--- src/rtl/pll_lock_rst_gen_if.sv ---
// Signal bundle between the PLL lock/reset generator and its surroundings.
// slave: generator side (lock/request in, resets/status out); master: the driver side.
interface pll_lock_rst_gen_if;
   logic       pll_lock;
   logic       ext_rst_req;
   logic       sys_rst;
   logic       sys_rst_n;
   logic       rst_done;
   logic       pll_rst_req;
   logic [7:0] lock_loss_cnt;
   logic [1:0] dbg_state;

   modport slave (
      input  pll_lock,
      input  ext_rst_req,
      output sys_rst,
      output sys_rst_n,
      output rst_done,
      output pll_rst_req,
      output lock_loss_cnt,
      output dbg_state
   );

   modport master (
      output pll_lock,
      output ext_rst_req,
      input  sys_rst,
      input  sys_rst_n,
      input  rst_done,
      input  pll_rst_req,
      input  lock_loss_cnt,
      input  dbg_state
   );
endinterface

--- src/rtl/pll_lock_rst_gen.sv ---
// PLL lock debouncer and system reset generator; pulses PLL RST on timeout.
// Ports: clk (free-running ref clock), rst (sync active-high), bus (slave modport).
module pll_lock_rst_gen #(
   parameter int LOCK_STABLE_CYCLES  = 1024,
   parameter int LOSS_TOL_CYCLES     = 4,
   parameter int LOCK_TIMEOUT_CYCLES = 1000000,
   parameter int PLL_RST_CYCLES      = 64
) (
   input logic               clk,
   input logic               rst,
   pll_lock_rst_gen_if.slave bus
);

   typedef enum logic [1:0] {
      WAIT_LOCK = 2'd0,
      STABLE    = 2'd1,
      RUN       = 2'd2,
      PLLRST    = 2'd3
   } state_t;

   localparam logic [23:0] STAB_LAST = 24'(LOCK_STABLE_CYCLES - 1);
   localparam logic [23:0] TMO_LAST  = 24'(LOCK_TIMEOUT_CYCLES - 1);
   localparam logic [7:0]  LOSS_LAST = 8'(LOSS_TOL_CYCLES - 1);
   localparam logic [7:0]  PRST_LAST = 8'(PLL_RST_CYCLES - 1);

   state_t      state_q, state_d;
   logic        sync1_q, sync1_d;
   logic        sync2_q, sync2_d;
   logic [23:0] stab_cnt_q, stab_cnt_d;
   logic [23:0] tmo_cnt_q, tmo_cnt_d;
   logic [7:0]  loss_cnt_q, loss_cnt_d;
   logic [7:0]  prst_cnt_q, prst_cnt_d;
   logic [7:0]  lock_loss_cnt_q, lock_loss_cnt_d;
   logic        sys_rst_q, sys_rst_d;
   logic        sys_rst_n_q, sys_rst_n_d;
   logic        rst_done_q, rst_done_d;
   logic        pll_rst_req_q, pll_rst_req_d;
   logic        lock_s;

   assign lock_s = sync2_q;

   always_comb begin
      state_d         = state_q;
      sync1_d         = bus.pll_lock;
      sync2_d         = sync1_q;
      stab_cnt_d      = stab_cnt_q;
      tmo_cnt_d       = tmo_cnt_q;
      loss_cnt_d      = loss_cnt_q;
      prst_cnt_d      = prst_cnt_q;
      lock_loss_cnt_d = lock_loss_cnt_q;
      rst_done_d      = 1'b0;

      unique case (state_q)
         WAIT_LOCK: begin
            if (tmo_cnt_q == TMO_LAST) begin
               state_d    = PLLRST;
               prst_cnt_d = '0;
            end else begin
               tmo_cnt_d = tmo_cnt_q + 24'd1;
               if (lock_s) begin
                  state_d    = STABLE;
                  stab_cnt_d = '0;
               end
            end
         end
         STABLE: begin
            // Reaching RUN beats a coincident timeout.
            if (lock_s && stab_cnt_q == STAB_LAST) begin
               state_d    = RUN;
               tmo_cnt_d  = '0;
               loss_cnt_d = '0;
               rst_done_d = 1'b1;
            end else if (tmo_cnt_q == TMO_LAST) begin
               state_d    = PLLRST;
               prst_cnt_d = '0;
            end else begin
               tmo_cnt_d = tmo_cnt_q + 24'd1;
               if (!lock_s) begin
                  state_d    = WAIT_LOCK;
                  stab_cnt_d = '0;
               end else begin
                  stab_cnt_d = stab_cnt_q + 24'd1;
               end
            end
         end
         RUN: begin
            if (!lock_s && loss_cnt_q == LOSS_LAST) begin
               state_d    = WAIT_LOCK;
               loss_cnt_d = '0;
               if (lock_loss_cnt_q != 8'hff) begin
                  lock_loss_cnt_d = lock_loss_cnt_q + 8'd1;
               end
            end else begin
               loss_cnt_d = lock_s ? 8'd0 : loss_cnt_q + 8'd1;
               if (bus.ext_rst_req) begin
                  state_d    = STABLE;
                  stab_cnt_d = '0;
               end
            end
         end
         PLLRST: begin
            if (prst_cnt_q == PRST_LAST) begin
               state_d   = WAIT_LOCK;
               tmo_cnt_d = '0;
            end else begin
               prst_cnt_d = prst_cnt_q + 8'd1;
            end
         end
         default: state_d = WAIT_LOCK;
      endcase

      // Outputs are registered from the next state so they change with it.
      sys_rst_d     = (state_d != RUN);
      sys_rst_n_d   = (state_d == RUN);
      pll_rst_req_d = (state_d == PLLRST);
   end

   always_ff @(posedge clk) begin
      if (rst) begin
         state_q         <= WAIT_LOCK;
         sync1_q         <= 1'b0;
         sync2_q         <= 1'b0;
         stab_cnt_q      <= '0;
         tmo_cnt_q       <= '0;
         loss_cnt_q      <= '0;
         prst_cnt_q      <= '0;
         lock_loss_cnt_q <= '0;
         sys_rst_q       <= 1'b1;
         sys_rst_n_q     <= 1'b0;
         rst_done_q      <= 1'b0;
         pll_rst_req_q   <= 1'b0;
      end else begin
         state_q         <= state_d;
         sync1_q         <= sync1_d;
         sync2_q         <= sync2_d;
         stab_cnt_q      <= stab_cnt_d;
         tmo_cnt_q       <= tmo_cnt_d;
         loss_cnt_q      <= loss_cnt_d;
         prst_cnt_q      <= prst_cnt_d;
         lock_loss_cnt_q <= lock_loss_cnt_d;
         sys_rst_q       <= sys_rst_d;
         sys_rst_n_q     <= sys_rst_n_d;
         rst_done_q      <= rst_done_d;
         pll_rst_req_q   <= pll_rst_req_d;
      end
   end

   assign bus.sys_rst       = sys_rst_q;
   assign bus.sys_rst_n     = sys_rst_n_q;
   assign bus.rst_done      = rst_done_q;
   assign bus.pll_rst_req   = pll_rst_req_q;
   assign bus.lock_loss_cnt = lock_loss_cnt_q;
   assign bus.dbg_state     = state_q;

endmodule
--- src/flat_wrapper.sv ---
// flat-port wrapper written by rule: the top's interface ports become plain ports
module pll_lock_rst_gen_flat 
#(
   parameter int LOCK_STABLE_CYCLES  = 1024,
   parameter int LOSS_TOL_CYCLES     = 4,
   parameter int LOCK_TIMEOUT_CYCLES = 1000000,
   parameter int PLL_RST_CYCLES      = 64
)
  (clk, rst, bus_pll_lock, bus_ext_rst_req, bus_sys_rst, bus_sys_rst_n, bus_rst_done, bus_pll_rst_req, bus_lock_loss_cnt, bus_dbg_state);
  pll_lock_rst_gen_if bus_i ();
  input logic clk;
  input logic rst;
  input wire logic [$bits(bus_i.pll_lock)-1:0] bus_pll_lock;
  input wire logic [$bits(bus_i.ext_rst_req)-1:0] bus_ext_rst_req;
  output wire logic [$bits(bus_i.sys_rst)-1:0] bus_sys_rst;
  output wire logic [$bits(bus_i.sys_rst_n)-1:0] bus_sys_rst_n;
  output wire logic [$bits(bus_i.rst_done)-1:0] bus_rst_done;
  output wire logic [$bits(bus_i.pll_rst_req)-1:0] bus_pll_rst_req;
  output wire logic [$bits(bus_i.lock_loss_cnt)-1:0] bus_lock_loss_cnt;
  output wire logic [$bits(bus_i.dbg_state)-1:0] bus_dbg_state;
  assign bus_i.pll_lock = bus_pll_lock;
  assign bus_i.ext_rst_req = bus_ext_rst_req;
  assign bus_sys_rst = bus_i.sys_rst;
  assign bus_sys_rst_n = bus_i.sys_rst_n;
  assign bus_rst_done = bus_i.rst_done;
  assign bus_pll_rst_req = bus_i.pll_rst_req;
  assign bus_lock_loss_cnt = bus_i.lock_loss_cnt;
  assign bus_dbg_state = bus_i.dbg_state;
  pll_lock_rst_gen #(.LOCK_STABLE_CYCLES(LOCK_STABLE_CYCLES), .LOSS_TOL_CYCLES(LOSS_TOL_CYCLES), .LOCK_TIMEOUT_CYCLES(LOCK_TIMEOUT_CYCLES), .PLL_RST_CYCLES(PLL_RST_CYCLES)) u_core (.clk(clk), .rst(rst), .bus(bus_i));
endmodule
--- config.mk ---
export PLATFORM = sky130hd
export DESIGN_NAME = pll_lock_rst_gen_flat
export DESIGN_NICKNAME = d
export VERILOG_FILES = /design/src/rtl/pll_lock_rst_gen_if.sv /design/src/rtl/pll_lock_rst_gen.sv /design/src/flat_wrapper.sv
export SDC_FILE = /design/constraint.sdc
export NUM_CORES = 1
export LEC_CHECK = 0
export CAP_MARGIN = 15
export CORE_UTILIZATION = 55
export DETAILED_ROUTE_END_ITERATION = 6
export PLACE_DENSITY_LB_ADDON = 0.1
export SETUP_SLACK_MARGIN = 0.05
export SYNTH_ARGS = -nofsm -noshare
export SYNTH_HDL_FRONTEND = slang
export SYNTH_SLANG_ARGS = --single-unit
--- constraint.sdc ---
create_clock -name clk -period 2.2 [get_ports clk]
set_input_delay 0.44 -clock clk [delete_from_list [all_inputs] [get_ports clk]]
set_output_delay 0.44 -clock clk [all_outputs]
set_load 0.02 [all_outputs]
After elaboration in Yosys (flattened, before gate mapping)

Cells that the tools add are included.

Register bits after elaboration: 80
Latch bits: 0
Memory bits (writable): 0
Bits in read-only memories: 0
Input port bits: 4
Output and inout bits: 14
Memories kept: 0

Add/subtract/negate cells: 5
Multiply operators: 0
Div/mod/pow operators: 0
Magnitude comparators: 0
Equality and inequality tests: 20
Shift-type cells: 0
Multiplexer cells: 30
Bitwise logic cells: 1
Reductions and logical operators: 13

Operator list:

| kind                                                  | count |
|---|---|
| 2-to-1 mux 24 bit                                     | 10 |
| one-hot mux 24 bit (3 select lines)                   | 2 |
| adder 24 x 1 -> 24 bit, second input constant         | 2 |
| 2-to-1 mux 8 bit                                      | 6 |
| adder 8 x 1 -> 8 bit, second input constant           | 3 |
| == test 24 x 10 -> 1 bit, second input constant       | 1 |
| == test 24 x 20 -> 1 bit, second input constant       | 1 |
| one-hot mux 8 bit (3 select lines)                    | 1 |
| 2-to-1 mux 2 bit                                      | 8 |
| one-hot mux 8 bit (2 select lines)                    | 1 |
| inequality test 2 bit, second input constant          | 7 |
| == test 2 bit, second input constant                  | 4 |
| == test 8 x 2 -> 1 bit, second input constant         | 1 |
| == test 8 x 6 -> 1 bit, second input constant         | 1 |
| inequality test 8 bit, second input constant          | 1 |
| one-hot mux 2 bit (4 select lines)                    | 1 |
| AND reduction 7 bit                                   | 1 |
| inequality test 2 x 1 -> 1 bit, second input constant | 3 |
| AND reduction 3 bit                                   | 2 |
| nonzero test 3 bit                                    | 2 |
| AND reduction 2 bit                                   | 2 |
| == test 2 x 1 -> 1 bit, second input constant         | 1 |
| logical AND 1 bit                                     | 2 |
| zero test 2 bit                                       | 1 |
| 5 further kinds                                       | 5 |

Logic depth before layout (Yosys ltp)

Gate-level depths: netlist (run 1).

Depth in word-level cells: 5
Depth in mapped cells: 7
Gate-level depth less buffers: 6

Worst setup path after synthesis (run 1)

Ideal clock, no wire load.

Kind: register to register
Start: register u_core.prst_cnt_q[0]
End: register u_core.tmo_cnt_q[12]
Library setup time: 0.086 ns
Arrival: 2.125 ns
Data required time: 2.114 ns
Path slack: -0.010 ns
Cell stages (with the launch flop): 7
Period minus slack after synthesis: 2.210 ns
Path through: dfxtp_1 > ha_1 > or3b_2 > o31ai_2 > o21ai_2 > or4_1 > a211oi_1

Cells in the longest elaborated chain, start to end: 3

Ends and longest elaborated chain:

| element                                         | RTL line                | text |
|---|---|---|
| start, declared                                 | pll_lock_rst_gen.sv:32  | `logic [7:0] prst_cnt_q, prst_cnt_d;` |
| start signal, assigned                          | pll_lock_rst_gen.sv:139 | `prst_cnt_q <= prst_cnt_d;` |
| == test 8 x 6 -> 1 bit                          | pll_lock_rst_gen.sv:102 | `if (prst_cnt_q == PRST_LAST) begin` |
| inequality test 2 x 1 -> 1 bit (no source line) | --                      |  |
| AND reduction 2 bit (no source line)            | --                      |  |
| end signal, assigned                            | pll_lock_rst_gen.sv:137 | `tmo_cnt_q <= tmo_cnt_d;` |
| end, declared                                   | pll_lock_rst_gen.sv:30  | `logic [23:0] tmo_cnt_q, tmo_cnt_d;` |

No other way between the ends.
A chain may end at the register's enable or synchronous reset.

Worst setup path after layout (run 1)

Start: register u_core.tmo_cnt_q[8]
End: register u_core.stab_cnt_q[12]

Cells in the longest elaborated chain, start to end: 3
Elaborated cells between the ends (all ways): 4

Ends and longest elaborated chain:

| element                                  | RTL line                                       | text |
|---|---|---|
| == test 24 x 20 -> 1 bit (*)             | pll_lock_rst_gen.sv:55, pll_lock_rst_gen.sv:73 |  |
| inequality test 2 bit (no source line)   | --                                             |  |
| AND reduction 7 bit (no source line) (*) | --                                             |  |
| end signal, assigned                     | pll_lock_rst_gen.sv:136                        | `stab_cnt_q <= stab_cnt_d;` |
| end, declared                            | pll_lock_rst_gen.sv:29                         | `logic [23:0] stab_cnt_q, stab_cnt_d;` |

Every way passes the cells marked *; elsewhere a longest branch is shown, timed or not.

==> results of run 1 <==
flip-flops by register name, summed over array words and instances, names as in the netlist:
| name | count |
|---|---|
| u_core.sync1_q | 1 |
| u_core.bus.pll_rst_req | 1 |
| u_core.bus.sys_rst | 1 |
| u_core.bus.sys_rst_n | 1 |
| u_core.prst_cnt_q | 8 |
| u_core.stab_cnt_q | 24 |
| u_core.bus.dbg_state | 2 |
| u_core.bus.rst_done | 1 |
| u_core.loss_cnt_q | 8 |
| u_core.lock_s | 1 |
| u_core.tmo_cnt_q | 24 |
| u_core.bus.lock_loss_cnt | 8 |
kinds of logic (layout without fill, tap and decap cells):
group	count (synthesis)	after routing	synth area share
AO/OA/AOI/OAI	127	127	0.211
XOR/XNOR	19	19	0.0392
adder cells (fa/ha/maj)	5	5	0.0147
buffers and inverters	34	106	0.0357
flip-flops	80	80	0.378
multiplexers	8	8	0.0204
AND/OR/NAND/NOR	225	225	0.301
routing by layer:
layer | up-vias | wire length (µm)
li1 | 2041 | -
met1 | 2007 | 4900
met2 | 119 | 5500
met3 | 20 | 480
met4 | 0 | 227
met5 | - | 0
through the flow:
stage          instances  hold WS [ns]   util
2_1_floorplan        498         0.414      -
3_3_place_gp         641         0.416  0.657
3_5_place_dp         641         0.424  0.657
4_1_cts              663         0.441  0.698
5_1_grt              669         0.470  0.732
6_report             669         0.443  0.732
where the power goes:
group,total [W],internal (W),switching [W]
sequential,0.00146,0.00145,0.00000650
combinational,0.000101,0.0000350,0.0000657
clock,0.00110,0.000589,0.000516
total,0.00267,0.00208,0.000588
area by class of cell:
type | instances | area (µm²)
Tap cell | 99 | 124
Sequential cell | 80 | 1610
Fill cell | 552 | 1980
Multi-Input combinational cell | 384 | 2740
Clock buffer | 14 | 163
Inverter | 10 | 37.5
Clock inverter | 2 | 37.5
Timing Repair Buffer | 80 | 682
worst paths after layout:
path | endpoint | slack, ns | cells after the start
setup / recovery | u_core.stab_cnt_q[12] | -0.05 | 5
hold / removal | u_core.lock_s | 0.44 | 1
hold reg to reg | u_core.lock_s | 0.44 | 1
setup reg to reg | u_core.stab_cnt_q[12] | -0.05 | 5
what timing repair did:
item                                    in CTS  in global routing
endpoints found under the setup margin      26                 48
gates resized for setup                     15                 40
pin swaps                                    0                  9
setup buffers                                6                  6
cell usage in the layout (no fill, tap or decap), drive strengths merged, types with 10 or more instances in the layout:
master	n
nor2b	10
dfxtp	80
a211oi	12
nor3	14
nand3	16
nand2	29
inv	10
nor4	14
clkdlybuf4s50	16
o21ai	15
o31ai	14
buf	64
or4	14
clkbuf	14
nor2	49
xor2	13
a21oi	26
and3	11
a31oi	26
nand4	24
worst max-delay path, cell delays in order (launching register included):
cell	delay [ns]
dfxtp_2	0.32
or4b_4	0.55
or4_4	0.56
o22ai_4	0.30
nor2_4	0.13
a311oi_1	0.29
==> impl_metrics.py, run 1 <==
metrics = {
    "outcome": {
        "status": "finished, violations left",
        "violations": "negative setup slack",
    },
    "critical_path": {
        "critical_path_class": "reg2reg",
        "cp.required_ns": 2.46,
        "r2r-start": "u_core.tmo_cnt_q[8]",
        "crit_fanout": 9,
        "start_kind": "flop",
        "cp-startpoint": "u_core.tmo_cnt_q[8]",
        "crit_path_end_kind": "flop",
        "worst_ep_arrival_time_ns": 2.51,
    },
    "layout": {
        "drive_above_1_share": 0.253,
        "syn2layout_area_growth_pct": 27.2,
        "stdcell_area_um2": 5390,
        "fin_nets": 574,
        "diodes": 0,
    },
    "synthesis": {
        "synth_cell_type_count": 67,
        "yosysWarnings": 0,
        "syn_avg_cell_area_um2": 8.52,
        "synth-seq-cells": 80,
        "yosysSeqAreaShare": 0.378,
        "synth_nets": 507,
        "synth.largest_area_cell": "dfxtp_1",
        "synthTopCellsByCount": "80 x dfxtp_1, 48 x nor2_1, 28 x nand2_1",
        "synth_top_cell_area_share": 0.378,
        "synth_edf_count": 0,
        "ys.flop_type": "dfxtp_1",
        "synthCells": 498,
        "async_flop_share": 0,
        "synth.area.top_cells": "dfxtp_1 38%, nor2_1 4.2%, a31oi_1 3.7%",
        "synth_most_common_cell": "dfxtp_1",
        "syn_area_um2": 4240,
    },
    "min_path": {
        "hp-class": "reg2reg",
        "min_from": "u_core.sync1_q",
    },
    "clock_tree": {
        "clockBufferDepth": 2,
        "cts_hold_buf": 0,
        "cts_root_buf": "clkbuf_8",
        "cts-buffers-inserted": 9,
        "path_clk_slew_ns": 0.07,
        "htree_levels": 3,
        "cts.sinks": 80,
        "insertion_delay_ns": 0.35,
        "tritoncts": "yes",
    },
    "timing": {
        "fmax_ghz": 0.445,
        "relSlewSlack": 0.640,
        "fin_crit_ns": 2.25,
        "rsz0062_at_grt": "true",
        "timing.final.hold_violations": 0,
        "finClkSkew_ns": 0.00708,
        "setup_tns_ns": -0.192,
        "finalCritPeriodShare": 1.02,
        "slew_violations": 0,
        "worstMarginPinSlew_ns": 0.540,
        "finalWorstSetupSlack_ns": -0.0478,
        "setup_violations": 16,
    },
    "routing": {
        "vias_per_cell": 6.26,
        "vias": 4187,
        "firstDrtPassIters": 5,
        "drtIter0Drc": 228,
        "routed_wl_um": 11100,
        "ant_nets": 0,
        "drcViolationCount": 0,
        "post_drt_wl_per_cell_um": 16.6,
    },
    "place": {
        "pre_cts_ws_ns": -0.0446,
        "placed_area_um2": 4840,
        "io_buffers": 17,
        "hpwl_um": 7360,
        "gp_congestion": 0.877,
    },
    "floorplan": {
        "die_h_um": 89.8,
        "core-area_um2": 7370,
        "rows": 31,
        "ios": 18,
        "initial_core_util": 0.576,
        "die_w_um": 89.8,
        "die_area_um2": 8070,
    },
    "pwr": {
        "peakVddDrop_v": 0.000336,
        "p_leak_nw": 1.80,
        "p_total_w": 0.00267,
        "power_density_nw_per_um2": 494,
    },
    "grt": {
        "grt_use_met3": 0.0601,
        "grt_util_met1": 0.324,
        "gr-usage-all-layers": 0.271,
        "grt_max_degree": 25,
        "use_met2": 0.464,
        "grt_pass1_wl_um": 18000,
        "antenna_found_initial": 0,
        "grt.busiest_layer": "met2",
        "grt_pass1_vias": 3981,
        "overflow": 0,
    },
    "flow_run": {
        "timing.max_cap.violations": 0,
    },
}
Power figures use the tool's default switching activity.
==> inputs of run 2 (changes only) <==
Settings changed: SLEW_MARGIN from default to 20.
==> results of run 2 <==
The final DEF is identical to that of run 1; final timing and power are the same.
